File: config.mk
export PLATFORM = sky130hd
export DESIGN_NAME = riscv16_ctrl
export DESIGN_NICKNAME = d
export VERILOG_FILES = /design/src/rtl/riscv16_pkg.sv /design/src/rtl/riscv16_decode.sv /design/src/rtl/riscv16_ctrl.sv
export SDC_FILE = /design/constraint.sdc
export NUM_CORES = 1
export LEC_CHECK = 0
export ABC_AREA = 0
export CAP_MARGIN = 10
export CORE_MARGIN = 1.5
export CORE_UTILIZATION = 49
export DETAILED_ROUTE_END_ITERATION = 8
export GPL_TIMING_DRIVEN = 1
export HOLD_SLACK_MARGIN = 0.06
export PLACE_DENSITY = 0.84
export SETUP_SLACK_MARGIN = 0.1
export SYNTH_ARGS = -nofsm -noshare
export SYNTH_HDL_FRONTEND = slang
export SYNTH_SLANG_ARGS = --single-unit
export TNS_END_PERCENT = 5
File: constraint.sdc
create_clock -name clk -period 6.2 [get_ports clk]
set_input_delay 1.24 -clock clk [delete_from_list [all_inputs] [get_ports clk]]
set_output_delay 1.24 -clock clk [all_outputs]
set_load 0.01 [all_outputs]
File: src/rtl/riscv16_pkg.sv
// Shared types and field layout for the RiSC-16 multicycle controller.
// Imported by riscv16_decode and riscv16_ctrl.
package riscv16_pkg;

  typedef enum logic [2:0] {
    OP_ADD  = 3'b000,
    OP_ADDI = 3'b001,
    OP_NAND = 3'b010,
    OP_LUI  = 3'b011,
    OP_SW   = 3'b100,
    OP_LW   = 3'b101,
    OP_BEQ  = 3'b110,
    OP_JALR = 3'b111
  } opcode_e;

  typedef enum logic [2:0] {
    ST_RST_WAIT,
    ST_FETCH,
    ST_DECODE,
    ST_EXEC,
    ST_MEM,
    ST_HALT,
    ST_FAULT
  } state_e;

  localparam int OP_HI  = 15;
  localparam int OP_LO  = 13;
  localparam int RA_HI  = 12;
  localparam int RA_LO  = 10;
  localparam int RB_HI  = 9;
  localparam int RB_LO  = 7;
  localparam int RC_HI  = 2;
  localparam int RC_LO  = 0;
  localparam int I7_HI  = 6;
  localparam int I10_HI = 9;

  typedef logic [1:0] wsel_t;
  localparam wsel_t WSEL_ALU = 2'd0;
  localparam wsel_t WSEL_MEM = 2'd1;
  localparam wsel_t WSEL_PC1 = 2'd2;

  function automatic logic [15:0] sext7(
    input logic [6:0] i
  );
    return {{9{i[6]}}, i};
  endfunction

endpackage

File: src/rtl/riscv16_decode.sv
// Combinational IR decode: register addresses, immediate,
// one-hot ALU control, src2 select and write-back source.
module riscv16_decode
  import riscv16_pkg::*;
(
  input  logic [15:0] ir_i,
  input  state_e      state_i,
  output logic [2:0]  raddr1_o,
  output logic [2:0]  raddr2_o,
  output logic [2:0]  waddr_o,
  output logic [15:0] imm_o,
  output logic        alu_add_o,
  output logic        alu_nand_o,
  output logic        alu_pass1_o,
  output logic        alu_eq_o,
  output logic        src2_imm_o,
  output wsel_t       wsel_o
);

  opcode_e    op;
  logic [2:0] ra;
  logic [2:0] rb;
  logic [2:0] rc;
  logic       active;
  logic       alu_on;

  assign op = opcode_e'(ir_i[OP_HI:OP_LO]);
  assign ra = ir_i[RA_HI:RA_LO];
  assign rb = ir_i[RB_HI:RB_LO];
  assign rc = ir_i[RC_HI:RC_LO];

  assign active = state_i inside
    {ST_DECODE, ST_EXEC, ST_MEM};
  assign alu_on = state_i inside
    {ST_EXEC, ST_MEM};

  always_comb begin
    raddr1_o    = '0;
    raddr2_o    = '0;
    waddr_o     = '0;
    imm_o       = '0;
    alu_add_o   = 1'b0;
    alu_nand_o  = 1'b0;
    alu_pass1_o = 1'b0;
    alu_eq_o    = 1'b0;
    src2_imm_o  = 1'b0;
    wsel_o      = WSEL_ALU;
    if (active) begin
      waddr_o = ra;
      if (op == OP_LUI)
        imm_o = {ir_i[I10_HI:0], 6'b0};
      else
        imm_o = sext7(ir_i[I7_HI:0]);
      unique case (op)
        OP_ADD, OP_NAND: begin
          raddr1_o   = rb;
          raddr2_o   = rc;
          alu_add_o  = alu_on && (op == OP_ADD);
          alu_nand_o = alu_on && (op == OP_NAND);
        end
        OP_ADDI: begin
          raddr1_o   = rb;
          src2_imm_o = alu_on;
          alu_add_o  = alu_on;
        end
        OP_LUI: begin
          raddr1_o   = 3'd0;
          src2_imm_o = alu_on;
          alu_add_o  = alu_on;
        end
        OP_SW, OP_LW: begin
          raddr1_o   = rb;
          raddr2_o   = ra;
          src2_imm_o = alu_on;
          alu_add_o  = alu_on;
          wsel_o     = WSEL_MEM;
        end
        OP_BEQ: begin
          raddr1_o = ra;
          raddr2_o = rb;
          alu_eq_o = alu_on;
        end
        OP_JALR: begin
          raddr1_o    = rb;
          alu_pass1_o = alu_on;
          wsel_o      = WSEL_PC1;
        end
      endcase
    end
  end

endmodule

File: src/rtl/riscv16_ctrl.sv
// RiSC-16 multicycle control FSM: PC, IR and memory handshake.
// Optional memory timeout enabled by RISCV16_MEM_TIMEOUT_EN.
module riscv16_ctrl
  import riscv16_pkg::*;
#(
  parameter logic [15:0] RESET_PC    = 16'h0000,
  parameter int          MEM_TIMEOUT = 255
) (
  input  logic        clk,
  input  logic        rst,
  output logic        mem_req,
  output logic        mem_we,
  output logic [15:0] mem_addr,
  output logic [15:0] mem_wdata,
  input  logic        mem_ack,
  input  logic [15:0] mem_rdata,
  output logic [2:0]  rf_raddr1,
  output logic [2:0]  rf_raddr2,
  input  logic [15:0] rf_rdata2,
  output logic        rf_we,
  output logic [2:0]  rf_waddr,
  output logic [15:0] rf_wdata,
  output logic        alu_add,
  output logic        alu_nand,
  output logic        alu_pass1,
  output logic        alu_eq,
  output logic        alu_src2_imm,
  output logic [15:0] imm_out,
  input  logic [15:0] alu_out,
  input  logic        eq_in,
  output logic [15:0] pc,
  output logic        halt,
  output logic        fault
);

  state_e      state_q;
  state_e      state_d;
  logic [15:0] pc_q;
  logic [15:0] pc_d;
  logic [15:0] ir_q;
  logic [15:0] ir_d;
  logic [15:0] pc_inc;
  logic        we_raw;
  logic        timeout;
  wsel_t       wsel;
  opcode_e     op;

  assign op     = opcode_e'(ir_q[OP_HI:OP_LO]);
  assign pc_inc = pc_q + 16'd1;
  assign pc     = pc_q;

  riscv16_decode u_dec (
    .ir_i        (ir_q),
    .state_i     (state_q),
    .raddr1_o    (rf_raddr1),
    .raddr2_o    (rf_raddr2),
    .waddr_o     (rf_waddr),
    .imm_o       (imm_out),
    .alu_add_o   (alu_add),
    .alu_nand_o  (alu_nand),
    .alu_pass1_o (alu_pass1),
    .alu_eq_o    (alu_eq),
    .src2_imm_o  (alu_src2_imm),
    .wsel_o      (wsel)
  );

`ifdef RISCV16_MEM_TIMEOUT_EN
  localparam int CW =
    ($clog2(MEM_TIMEOUT + 1) > 8) ?
    $clog2(MEM_TIMEOUT + 1) : 8;

  logic [CW-1:0] cnt_q;
  logic [CW-1:0] cnt_d;
  logic          waiting;

  // Count only cycles where a request is pending without ack.
  assign waiting = !mem_ack &&
    (state_q inside {ST_FETCH, ST_MEM});
  assign timeout = waiting &&
    (cnt_q == CW'(MEM_TIMEOUT - 1));
  assign cnt_d = waiting ? cnt_q + 1'b1 : '0;
  assign fault = (state_q == ST_FAULT);

  always_ff @(posedge clk or posedge rst) begin
    if (rst) cnt_q <= '0;
    else     cnt_q <= cnt_d;
  end
`else
  logic unused_timeout;
  assign unused_timeout = ^MEM_TIMEOUT;
  assign timeout = 1'b0;
  assign fault   = 1'b0;
`endif

  always_comb begin
    state_d   = state_q;
    pc_d      = pc_q;
    ir_d      = ir_q;
    mem_req   = 1'b0;
    mem_we    = 1'b0;
    mem_addr  = '0;
    mem_wdata = '0;
    we_raw    = 1'b0;
    halt      = 1'b0;
    unique case (state_q)
      ST_RST_WAIT: state_d = ST_FETCH;
      ST_FETCH: begin
        mem_req  = 1'b1;
        mem_addr = pc_q;
        if (mem_ack) begin
          ir_d    = mem_rdata;
          state_d = ST_DECODE;
        end else if (timeout) begin
          state_d = ST_FAULT;
        end
      end
      ST_DECODE: state_d = ST_EXEC;
      ST_EXEC: begin
        state_d = ST_FETCH;
        pc_d    = pc_inc;
        unique case (op)
          OP_ADD, OP_ADDI, OP_NAND, OP_LUI:
            we_raw = 1'b1;
          OP_SW, OP_LW: begin
            pc_d    = pc_q;
            state_d = ST_MEM;
          end
          OP_BEQ:
            if (eq_in)
              pc_d = pc_inc + sext7(ir_q[I7_HI:0]);
          OP_JALR:
            if (ir_q[I7_HI:0] == 7'd0) begin
              we_raw = 1'b1;
              pc_d   = alu_out;
            end else begin
              pc_d    = pc_q;
              state_d = ST_HALT;
            end
        endcase
      end
      ST_MEM: begin
        mem_req  = 1'b1;
        mem_addr = alu_out;
        mem_we   = (op == OP_SW);
        if (op == OP_SW) mem_wdata = rf_rdata2;
        if (mem_ack) begin
          we_raw  = (op == OP_LW);
          pc_d    = pc_inc;
          state_d = ST_FETCH;
        end else if (timeout) begin
          state_d = ST_FAULT;
        end
      end
      ST_HALT:  halt = 1'b1;
      ST_FAULT: state_d = ST_FAULT;
      default:  state_d = ST_RST_WAIT;
    endcase
  end

  // r0 is hardwired zero, so writes to it are dropped here.
  assign rf_we = we_raw && (rf_waddr != 3'd0);

  always_comb begin
    rf_wdata = '0;
    if (rf_we) begin
      case (wsel)
        WSEL_MEM: rf_wdata = mem_rdata;
        WSEL_PC1: rf_wdata = pc_inc;
        default:  rf_wdata = alu_out;
      endcase
    end
  end

  always_ff @(posedge clk or posedge rst) begin
    if (rst) begin
      state_q <= ST_RST_WAIT;
      pc_q    <= RESET_PC;
      ir_q    <= '0;
    end else begin
      state_q <= state_d;
      pc_q    <= pc_d;
      ir_q    <= ir_d;
    end
  end

endmodule
# After elaboration in Yosys (flattened, before gate mapping)
# Index checks and enable logic that the tools add are counted.
[word_totals]
regBits = 35
inputBits = 52
output_inout_bits = 99
[op_classes]
addsub = 2
n_eq_ne = 19
mux = 41
bitwise_logic = 1
n_reduce_logical = 18
[ops]
columns = ["cell", "n"]
rows = [
  ["16-bit 2-to-1 mux", 8],
  ["16-bit case mux with 2 select lines", 3],
  ["16-bit case mux with 3 select lines", 1],
  ["3-bit == test (second input constant)", 7],
  ["3-bit case mux with 7 select lines", 1],
  ["3-bit 2-to-1 mux", 6],
  ["3-bit case mux with 3 select lines", 2],
  ["16-bit by 1-bit adder with 16-bit output (second input constant)", 1],
  ["16-bit adder", 1],
  ["1-bit 2-to-1 mux", 14],
  ["3-bit by 2-bit == test with 1-bit output (second input constant)", 4],
  ["4-bit OR reduction", 2],
  ["7-bit zero test", 1],
  ["3-bit by 1-bit == test with 1-bit output (second input constant)", 2],
  ["3-bit zero test", 2],
  ["2-bit inequality test (second input constant)", 3],
  ["1-bit case mux with 2 select lines", 3],
  ["3-bit case mux with 2 select lines", 1],
  ["3-bit nonzero test", 2],
  ["2-bit OR reduction", 3],
  ["6-bit OR reduction", 1],
  ["2-bit case mux with 2 select lines", 1],
  ["4-bit AND reduction", 1],
  ["1-bit logical AND", 3],
  ["8 further kinds", 8],
]

# Depth between registers and ports, before layout
# Gate-level depths: netlist of the first run.
[logic_depth]
depth_word = 7
mapped_depth = 14

# Modules after synthesis
# From an unflattened synthesis of the first run, not the netlist that was laid out.
[hier_totals]
hier_cells = 576
area_unflattened_um2 = 4398.0
[modules_own_cells]
columns = ["mod", "n_inst", "cells_per_inst", "area_per_inst_um2", "seq_area_each_um2"]
rows = [
  ["riscv16_ctrl", 1, 493, 3886.2, 875.8],
  ["riscv16_decode", 1, 83, 511.7, 0.0],
]

# Least setup slack after synthesis of the first run
# OpenSTA, ideal clock, no wires.
[synth_path]
path_kind = "register to output"
from = "reg state_q[1]"
to = "out rf_wdata[6]"
arrival_time_ns = 2.379
slack_ns = 2.581
path_stages_with_launch = 14
path_buffers = 4
path_cell_list = "dfrtp_1 buf_2 and2b_1 nor2_1 clkbuf_1 nor2_1 inv_1 ha_1 clkbuf_1 clkbuf_1 a22oi_1 nor2_1 a21oi_1 nor2_1"
[synth_via]
elab_chain_cells = 6
elab_cells_between_ends = 13
cone_classes = "5 x eq/ne; 5 x mux; 3 x reduce/logical"
[synth_rtl]
columns = ["element", "line_no", "text"]
rows = [
  ["start, declared", "riscv16_ctrl.sv:36", "state_e state_q;"],
  ["start signal, assigned", "riscv16_ctrl.sv:180", "state_q <= state_d;"],
  ["3-bit by 2-bit == test with 1-bit output, or another cell as far along", "riscv16_decode.sv:32", "assign active = state_i inside"],
  ["3-bit nonzero test", "riscv16_decode.sv:32", ""],
  ["2-bit 2-to-1 mux / 3-bit 2-to-1 mux (equally long branches)", "riscv16_decode.sv:48", "if (active) begin"],
  ["2-bit == test, or another cell as far along", "riscv16_ctrl.sv:166", "case (wsel)"],
  ["16-bit case mux with 2 select lines / 1-bit logical AND (equally long branches)", "riscv16_ctrl.sv:166, riscv16_ctrl.sv:161", ""],
  ["16-bit 2-to-1 mux (*)", "riscv16_ctrl.sv:165", "if (rf_we) begin"],
  ["end, declared", "riscv16_ctrl.sv:22", "output logic [15:0] rf_wdata,"],
]
# Mark *: on every way between the ends. The rest lies on a longest branch, timed or not.

# Final worst setup path of the first run
[layout_path]
from = "reg ir_q[14]"
to = "out rf_wdata[7]"
[layout_via]
elab_chain_cells = 7
elab_cells_between_ends = 19
cone_classes = "8 x eq/ne; 7 x mux; 4 x reduce/logical"
[layout_rtl]
columns = ["element", "line_no", "text"]
rows = [
  ["start, declared", "riscv16_ctrl.sv:40", "logic [15:0] ir_q;"],
  ["start signal, assigned", "riscv16_ctrl.sv:182", "ir_q <= ir_d;"],
  ["3-bit == test, on equally long branches", "riscv16_decode.sv:54, riscv16_ctrl.sv:147", ""],
  ["2-bit OR reduction", "riscv16_decode.sv:54", "unique case (op)"],
  ["2-bit case mux with 2 select lines", "riscv16_decode.sv:54", ""],
  ["2-bit 2-to-1 mux", "riscv16_decode.sv:48", ""],
  ["2-bit == test / 2-bit by 1-bit == test with 1-bit output (equally long branches)", "riscv16_ctrl.sv:166", ""],
  ["16-bit case mux with 2 select lines", "riscv16_ctrl.sv:166", ""],
  ["16-bit 2-to-1 mux (*)", "riscv16_ctrl.sv:165", ""],
]
# Marks and branches as above.

==> qor.txt, run 1 <==
status -> completed
CP delay by family, top -> adder cells
clock tree sinks -> 35
leakage power -> 2.21 nW
R2R depth -> 10
Detail Route Antenna Nets -> 0
vias per cell -> 6.31
Post-Route WL -> 15.1 mm
Commonest cells post-synth -> nor2_1 (58), nand2_1 (48), a21oi_1 (44)
fraction of layout instances using a drive strength above 1 -> 6.16%
xor-xnor portion of the synthesized cell area -> 5.19%
Post-CTS Setup Bufs -> 0
total track usage -> 34.7%
fin cells -> 768
post-synthesis compound-gate area fraction -> 28.4%
Stages on worst setup path -> 6
Seq/Total Area, Yosys -> 21.6%
Tmin final -> 4.77 ns
Final nets -> 739
mux cell area share after synthesis -> 4.05%
Yosys top cell area share -> 21.6%
maximum root-to-sink buffer count -> 2
Netlist Area Pre-Place -> 4050 µm²
DR WL/cell -> 19.7 µm
most frequent cell after synthesis -> nor2_1
Setup WS pre-CTS -> 1.56 ns
post-synth top area cell -> dfrtp_1
# diodes -> 0
slowest CP cell -> ha_1
htree depth -> 2
Synth Register Bits -> 35
Total Power -> 451 µW
fin. max-slew vios -> 0
TritonRoute pass-1 iters -> 5
syn nets -> 619
Max-slew headroom -> 19.8%
largest family of logic cells by synthesized area -> compound AO/OA/AOI/OAI gates
top post-synthesis cells by area -> dfrtp_1 (22%), ha_1 (6.5%), a21oi_1 (5.4%)
Boundary Pins -> 151
Worst Hold Depth -> 1
CP Data Arrival Time -> 3.53 ns
adder-cell area share of the yosys netlist -> 6.98%
WS Path Type -> register to output pin
Syn Inst Count -> 545
Iter 0 DRT Violations -> 387
FMAX -> 209 MHz
CP Capture Type -> output pin
first-pass GRT wire length -> 23.7 mm
largest net degree at the start of global routing -> 36
Async SR Flop Fraction -> 100%
Mapped Avg Cell Area -> 7.43 µm²
Remaining Overflow, GRT -> 0
dpl hpwl -> 11.6 mm
initial core utilization -> 51.6%
Hold WS -> 0.599 ns
setup TNS -> 0 ns
ys flop type -> dfrtp_1
hold_buf cts -> 0
worst path cell trace -> and3_1 -> o21ai_0 -> ha_1 -> a221oi_1 -> nor3_1 -> clkdlybuf4s50_1
Vias -> 4844
Synth Area in Simple Gates -> 27.6%
GPL Wtd Cong -> 0.935
HP Class -> register to register
crit share post-route -> 77.0%
startpoint types -> register
Buf/Inv on CP -> 1
Clock transition at path regs -> 0.08 ns
final setup vio count -> 0
DP Cell Count -> 760
final hold vios -> 0
clock latency reported for the late side of the worst-skew pair -> 0.30 ns
DRC errors left -> 0
max incr delay on CP -> 0.96 ns
die height -> 93.9 µm
Pwr Density -> 80.3 nW/µm²
Setup Skew -> 0.0107 ns
Root Driver -> clkbuf_8
Worst Max-Slew Pin Slew -> 1.20 ns
port bufs -> 149
core area -> 7850 µm²
initial antenna violation count -> 0
cts repair resizes -> 0
Synthesis Warnings -> 0
fin worst setup slack -> 1.43 ns
Max-Cap Viols -> 0
required time of the worst setup path -> 4.96 ns
synth unique cells -> 65
DIE AREA -> 8820 µm²
total CTS buffers -> 5
vias in the first global route -> 4547
unrepaired setup endpoints after global routing -> no
area growth from synthesis to layout -> 38.7%
worst vdd ir -> 0.0000909 V
CTS tree -> done
filler cell count in the final layout -> 654
die width -> 93.9 µm
Crit Path Max Fanout -> 32
Core Rows -> 32
Post-synth EDFFs -> 0
==> cell families after synthesis <==
group | Yosys count
xor+xnor | 24
flops | 35
simple gates | 218
buf+inv | 60
other cells | 1
fa+ha+maj | 22
mux | 15
compound gates | 170
==> final timing paths <==
path | start | to | slack [ns]
worst max-delay path | ir_q[14] | rf_wdata[7] | 1.43
worst min-delay path | ir_q[9] | ir_q[9] | 0.60
worst max register to register | pc[2] | pc[14] | 2.63
worst min register to register | ir_q[9] | ir_q[9] | 0.60
max in group asynchronous | rst | pc[1] | 4.48
min in group asynchronous | rst | ir_q[2] | 1.36
==> state kept, by name, indices dropped and copies added, names as in the netlist <==
register and cells:
ir_q 16, pc 16, state_q 3
==> routing by layer <==
metal | GRT usage [%] | share of wire (%)
met1 | 45.9 | 43
met2 | 58.3 | 46
met3 | 5.26 | 8.6
met4 | 10.7 | 2.6
met5 | 0 | 0
==> per-stage QoR <==
| stage | area (µm²) | utilization [%] |
|---|---|---|
| floorplan | 4050 | - |
| global placement | 5530 | 70.5 |
| detailed placement | 5530 | 70.5 |
| CTS | 5620 | 71.6 |
| global route | 5620 | 71.6 |
| finish | 5620 | 71.6 |
==> power by group <==
group / switching, mW / leakage [nW] / internal (mW)
Combinational: 0.0210 / 1.74 / 0.0310
Clock: 0.0919 / 0.0422 / 0.0791
Sequential: 0 / 0.426 / 0.228
Total: 0.113 / 2.21 / 0.338
==> cell type report <==
type | count | area (µm²) | share of cell area, %
well taps | 102 | 128 | 2.27
repair buffers | 154 | 1530 | 27.2
multi-input cells | 450 | 2930 | 52.2
flip-flops and latches | 35 | 876 | 15.6
clock inverters | 1 | 5.00 | 0.0891
inverters | 19 | 71.3 | 1.27
clock buffers | 7 | 76.3 | 1.36
==> worst register-to-register path: cells and delay by family, from the launching register on <==
| kind | cells | cell delay, ns |
|---|---|---|
| AOI/OAI and AO/OA | 4 | 0.84 |
| xor gates and xnor gates | 1 | 0.45 |
| adders and majority gates | 1 | 0.35 |
| DFF | 1 | 0.51 |
| and+or+nand+nor | 4 | 1.31 |
==> cell usage in the layout (no fill, tap or decap), types with 4 or more instances in the layout <==
| master | n |
|---|---|
| and3_1 | 9 |
| nand2_1 | 48 |
| a21oi_1 | 44 |
| a22o_1 | 18 |
| nor2_1 | 58 |
| xor2_1 | 8 |
| nor2b_1 | 11 |
| inv_1 | 19 |
| and2_1 | 25 |
| mux2i_1 | 4 |
| a22oi_1 | 18 |
| nand4_1 | 6 |
| buf_4 | 5 |
| o211ai_1 | 4 |
| xnor2_1 | 16 |
| clkdlybuf4s50_1 | 149 |
| ha_1 | 21 |
| a211oi_1 | 4 |
| o21ai_1 | 6 |
| a221oi_1 | 14 |
| mux2_2 | 11 |
| and4_1 | 5 |
| a21o_1 | 4 |
| dfrtp_1 | 35 |
| nand3_1 | 15 |
| o21ai_0 | 31 |
| nand2b_1 | 7 |
| nor3_1 | 15 |
| clkbuf_8 | 5 |
Power figures use the tool's default switching activity.
==> run 2: changes to the inputs <==
Settings changed: CORE_UTILIZATION 49 to 46, PLACE_DENSITY 0.84 to 0.8.
Clock period 6.2 ns to 5 ns, I/O delays scaled along.
==> qor.txt, run 2 (same netlist as run 1, synthesis figures left out) <==
Seq pwr share -> 51.0%
fraction of layout instances using a drive strength above 1 -> 6.59%
HP Class -> register to register
fin worst setup slack -> 0.426 ns
DIE AREA -> 9370 µm²
Pwr Density -> 98.2 nW/µm²
Psw -> 135 µW
status -> completed
CP Capture Type -> output pin
initial core utilization -> 46.9%
filler cell count in the final layout -> 729
Final nets -> 741
first-pass GRT wire length -> 23.8 mm
Vias -> 4866
total track usage -> 31.0%
fin. max-slew vios -> 0
Worst Max-Slew Pin Slew -> 0.918 ns
htree depth -> 2
startpoint types -> register
placed inst area -> 5550 µm²
unrepaired setup endpoints after global routing -> no
Post-Route WL -> 14.9 mm
Setup WS pre-CTS -> 0.809 ns
total CTS buffers -> 5
Crit Path Max Fanout -> 23
die height -> 96.8 µm
WS Path Type -> register to output pin
hold_buf cts -> 0
slowest CP cell -> clkdlybuf4s50_1
cts repair resizes -> 0
Clock transition at path regs -> 0.07 ns
Root Driver -> clkbuf_8
setup TNS -> 0 ns
clock tree sinks -> 35
# diodes -> 0
Boundary Pins -> 151
Net Sw Frac -> 24.4%
DR WL/cell -> 19.2 µm
Int Power -> 419 µW
GPL Wtd Cong -> 0.963
CTS tree -> done
Comb power frac -> 11.8%
FMAX -> 219 MHz
crit share post-route -> 91.5%
Tmin final -> 4.57 ns
area growth from synthesis to layout -> 39.5%
dpl hpwl -> 11.4 mm
Setup Skew -> 0.0107 ns
required time of the worst setup path -> 4.00 ns
final setup vio count -> 0
leakage power -> 2.23 nW
vias in the first global route -> 4569
Detail Route Antenna Nets -> 0
max incr delay on CP -> 0.60 ns
initial antenna violation count -> 0
worst vdd ir -> 0.0000713 V
Clk network pwr share -> 37.2%
most common cell after layout, fill and taps aside -> clkdlybuf4s50_1
Max-Cap Viols -> 0
DRC errors left -> 0
Remaining Overflow, GRT -> 0
fin area -> 5650 µm²
clock latency reported for the late side of the worst-skew pair -> 0.29 ns
Post-CTS Setup Bufs -> 0
Iter 0 DRT Violations -> 471
CP delay by family, top -> simple AND/OR/NAND/NOR gates
Core Rows -> 34
maximum root-to-sink buffer count -> 2
most frequent cells in the layout -> clkdlybuf4s50_1 (149), nor2_1 (58), nand2_1 (48)
CP Data Arrival Time -> 3.57 ns
TritonRoute pass-1 iters -> 6
port bufs -> 149
vias per cell -> 6.27
core area -> 8640 µm²
Hold WS -> 0.584 ns
die width -> 96.8 µm
final hold vios -> 0
Buf/Inv on CP -> 3
largest net degree at the start of global routing -> 36
worst path cell trace -> nor3b_2 -> nor2_1 -> buf_4 -> nor2_1 -> ha_1 -> buf_4 -> nor2b_1 -> nor3_1 -> clkdlybuf4s50_1
Max-slew headroom -> 38.6%
-- run 2: worst reg2reg max path, stage by stage (launching register included) --
cell and delay (ns):
dfrtp_1 0.45, ha_1 0.28, and4_1 0.36, and3_2 0.28, xor2_1 0.35, ha_1 0.40
a21oi_1 0.19, inv_1 0.08, nor2_1 0.11, o31ai_1 0.14, a221oi_2 0.39, mux2i_1 0.25
o221ai_1 0.14
-- run 2: stage by stage --
stage / total power, mW / util (%) / cells
2_1_floorplan: 0.300 / - / 545
3_3_place_gp: 0.353 / 64.3 / 767
3_5_place_dp: 0.353 / 64.3 / 767
4_1_cts: 0.556 / 65.2 / 775
5_1_grt: 0.574 / 65.4 / 776
6_report: 0.554 / 65.4 / 776
-- run 2: layout make-up --
cell class                 instances  area, µm²  area share, %
multi-input combinational        450       2940           52.0
timing repair buffer             156       1550           27.4
sequential                        35        876           15.5
tap                              108        135           2.39
clock buffer                       7       76.3           1.35
inverter                          19       71.3           1.26
clock inverter                     1       5.00         0.0886
-- run 2: power groups by stage --
stage	clock network, mW	logic, mW	registers (mW)
6_report	0.206	0.0655	0.283
5_1_grt	0.222	0.0694	0.283
4_1_cts	0.209	0.0648	0.283
3_5_place_dp	0	0.0644	0.288
3_3_place_gp	0	0.0643	0.288
2_1_floorplan	0	0.0114	0.288
-- run 2: final timing paths --
check                      depth (start not counted)  slack, ns  startpoint           to
min                                                1       0.58     ir_q[7]      ir_q[7]
min reg2reg                                        1       0.58     ir_q[7]      ir_q[7]
max                                                9       0.43  state_q[1]  rf_wdata[7]
min in group asynchronous                          3       1.14         rst        pc[0]
max reg2reg                                       12       1.46       pc[0]       pc[15]
max in group asynchronous                          3       3.51         rst   state_q[1]
-- run 2: layer usage --
metal	wire length (µm)	global-route usage, %	vias to the layer above	part of all wire (%)
met1	6000	40.5	2300	40
met4	273	7.36	0	1.8
met5	0	0	-	0
met2	7180	53.6	308	48
met3	1450	4.99	35	9.7
li1	-	-	2223	-
==> run 3: changes to the inputs <==
Settings changed: CORE_ASPECT_RATIO from default to 1.75.
==> qor.txt, run 3 (same netlist as run 1, synthesis figures left out) <==
Psw -> 144 µW
Setup Skew -> 0.00857 ns
fin. max-slew vios -> 0
CP Capture Type -> output pin
Detail Route Antenna Nets -> 0
DIE AREA -> 9400 µm²
Hold Path End -> ir_q[7]
min-delay src -> ir_q[7]
area growth from synthesis to layout -> 40.9%
Buf/Inv on CP -> 2
cts repair resizes -> 0
Total Power -> 645 µW
max incr delay on CP -> 0.60 ns
GPL Wtd Cong -> 0.920
Worst Max-Slew Pin Slew -> 0.931 ns
CTS tree -> done
die height -> 127 µm
Boundary Pins -> 151
slowest CP cell -> clkdlybuf4s50_1
Iter 0 DRT Violations -> 494
DR WL/cell -> 19.4 µm
Crit Path Max Fanout -> 17
Core Rows -> 45
Max-slew headroom -> 37.7%
HP Class -> register to register
Reg-to-Reg Start -> pc[2]
port bufs -> 149
Tmin final -> 4.37 ns
largest net degree at the start of global routing -> 36
# diodes -> 0
filler cell count in the final layout -> 793
Root Driver -> clkbuf_16
vias per cell -> 6.12
DRC errors left -> 0
hold_buf cts -> 0
WS Path Type -> input pin to output pin
startpoint types -> input pin
Vias -> 4795
Hold WS -> 0.574 ns
setup TNS -> 0 ns
required time of the worst setup path -> 4.00 ns
core area -> 8610 µm²
TritonRoute pass-1 iters -> 5
Clock transition at path regs -> 0.05 ns
fin worst setup slack -> 0.625 ns
Post-CTS Setup Bufs -> 0
Comb power frac -> 10.0%
most common cell after layout, fill and taps aside -> clkdlybuf4s50_1
die width -> 73.9 µm
Remaining Overflow, GRT -> 0
crit share post-route -> 87.5%
Stages on worst setup path -> 5
Setup WS pre-CTS -> 0.749 ns
Seq pwr share -> 44.0%
worst vdd ir -> 0.000153 V
final hold vios -> 0
dpl hpwl -> 11.7 mm
leakage power -> 2.25 nW
maximum root-to-sink buffer count -> 2
fraction of layout instances using a drive strength above 1 -> 6.45%
clock latency reported for the late side of the worst-skew pair -> 0.29 ns
worst path cell trace -> clkdlybuf4s50_1 -> a41oi_1 -> a311o_1 -> nor3_1 -> clkdlybuf4s50_1
end of the worst register-to-register path -> pc[14]
Post-Route WL -> 15.2 mm
FMAX -> 229 MHz
total CTS buffers -> 5
initial core utilization -> 47.0%
clock tree sinks -> 35
Worst Hold Depth -> 1
Int Power -> 501 µW
Final nets -> 742
R2R depth -> 12
status -> completed
first-pass GRT wire length -> 23.1 mm
CP delay by family, top -> buffers and inverters
Clk network pwr share -> 46.0%
final setup vio count -> 0
Core Util, Final -> 66.2%
unrepaired setup endpoints after global routing -> no
Pwr Density -> 113 nW/µm²
Max-Cap Viols -> 0
crit-path most repeated cell -> clkdlybuf4s50_1
Net Sw Frac -> 22.3%
most frequent cells in the layout -> clkdlybuf4s50_1 (149), nor2_1 (58), nand2_1 (48)
initial antenna violation count -> 0
r2r setup slk -> 1.52 ns
vias in the first global route -> 4508
total track usage -> 31.9%
CP Data Arrival Time -> 3.37 ns
htree depth -> 2
==> run 3: power by group through the flow <==
| stage | combinational, mW | sequential [mW] | clock (mW) |
|---|---|---|---|
| finish | 0.0645 | 0.284 | 0.297 |
| global route | 0.0680 | 0.283 | 0.309 |
| CTS | 0.0641 | 0.284 | 0.298 |
| detailed placement | 0.0639 | 0.288 | 0 |
| global placement | 0.0638 | 0.288 | 0 |
| floorplan | 0.0114 | 0.288 | 0 |
==> run 3: final cells by class <==
cell class / count / area [µm²] / area share [%]
well taps: 117 / 146 / 2.57
clock buffers: 6 / 129 / 2.26
multi-input cells: 450 / 2930 / 51.4
repair buffers: 157 / 1550 / 27.2
inverters: 19 / 71.3 / 1.25
flip-flops and latches: 35 / 876 / 15.4
==> run 3: routing by layer <==
layer	routed length [µm]	vias up	share of wire [%]	track usage [%]
li1	-	2223	-	-
met1	5540	2249	36	36.7
met2	8140	274	53	57.7
met3	998	49	6.5	2.68
met4	563	0	3.7	14.3
met5	0	-	0	0
==> run 3: per-stage QoR <==
stage                     cells  area, µm²
final                       784       5700
after global routing        784       5700
after CTS                   783       5700
after detailed placement    777       5570
after global placement      777       5570
after floorplan             545       4050
==> run 3: how the worst max path moves through the flow <==
stage,startpoint,endpoint,slack (ns)
3_5_place_dp,mem_ack,rf_wdata[9],0.75
3_3_place_gp,mem_ack,rf_wdata[9],0.77
5_1_grt,ir_q[14],rf_wdata[7],0.46
2_1_floorplan,state_q[1],rf_wdata[6],1.62
6_report,mem_ack,rf_wdata[9],0.63
4_1_cts,ir_q[14],rf_wdata[7],0.70
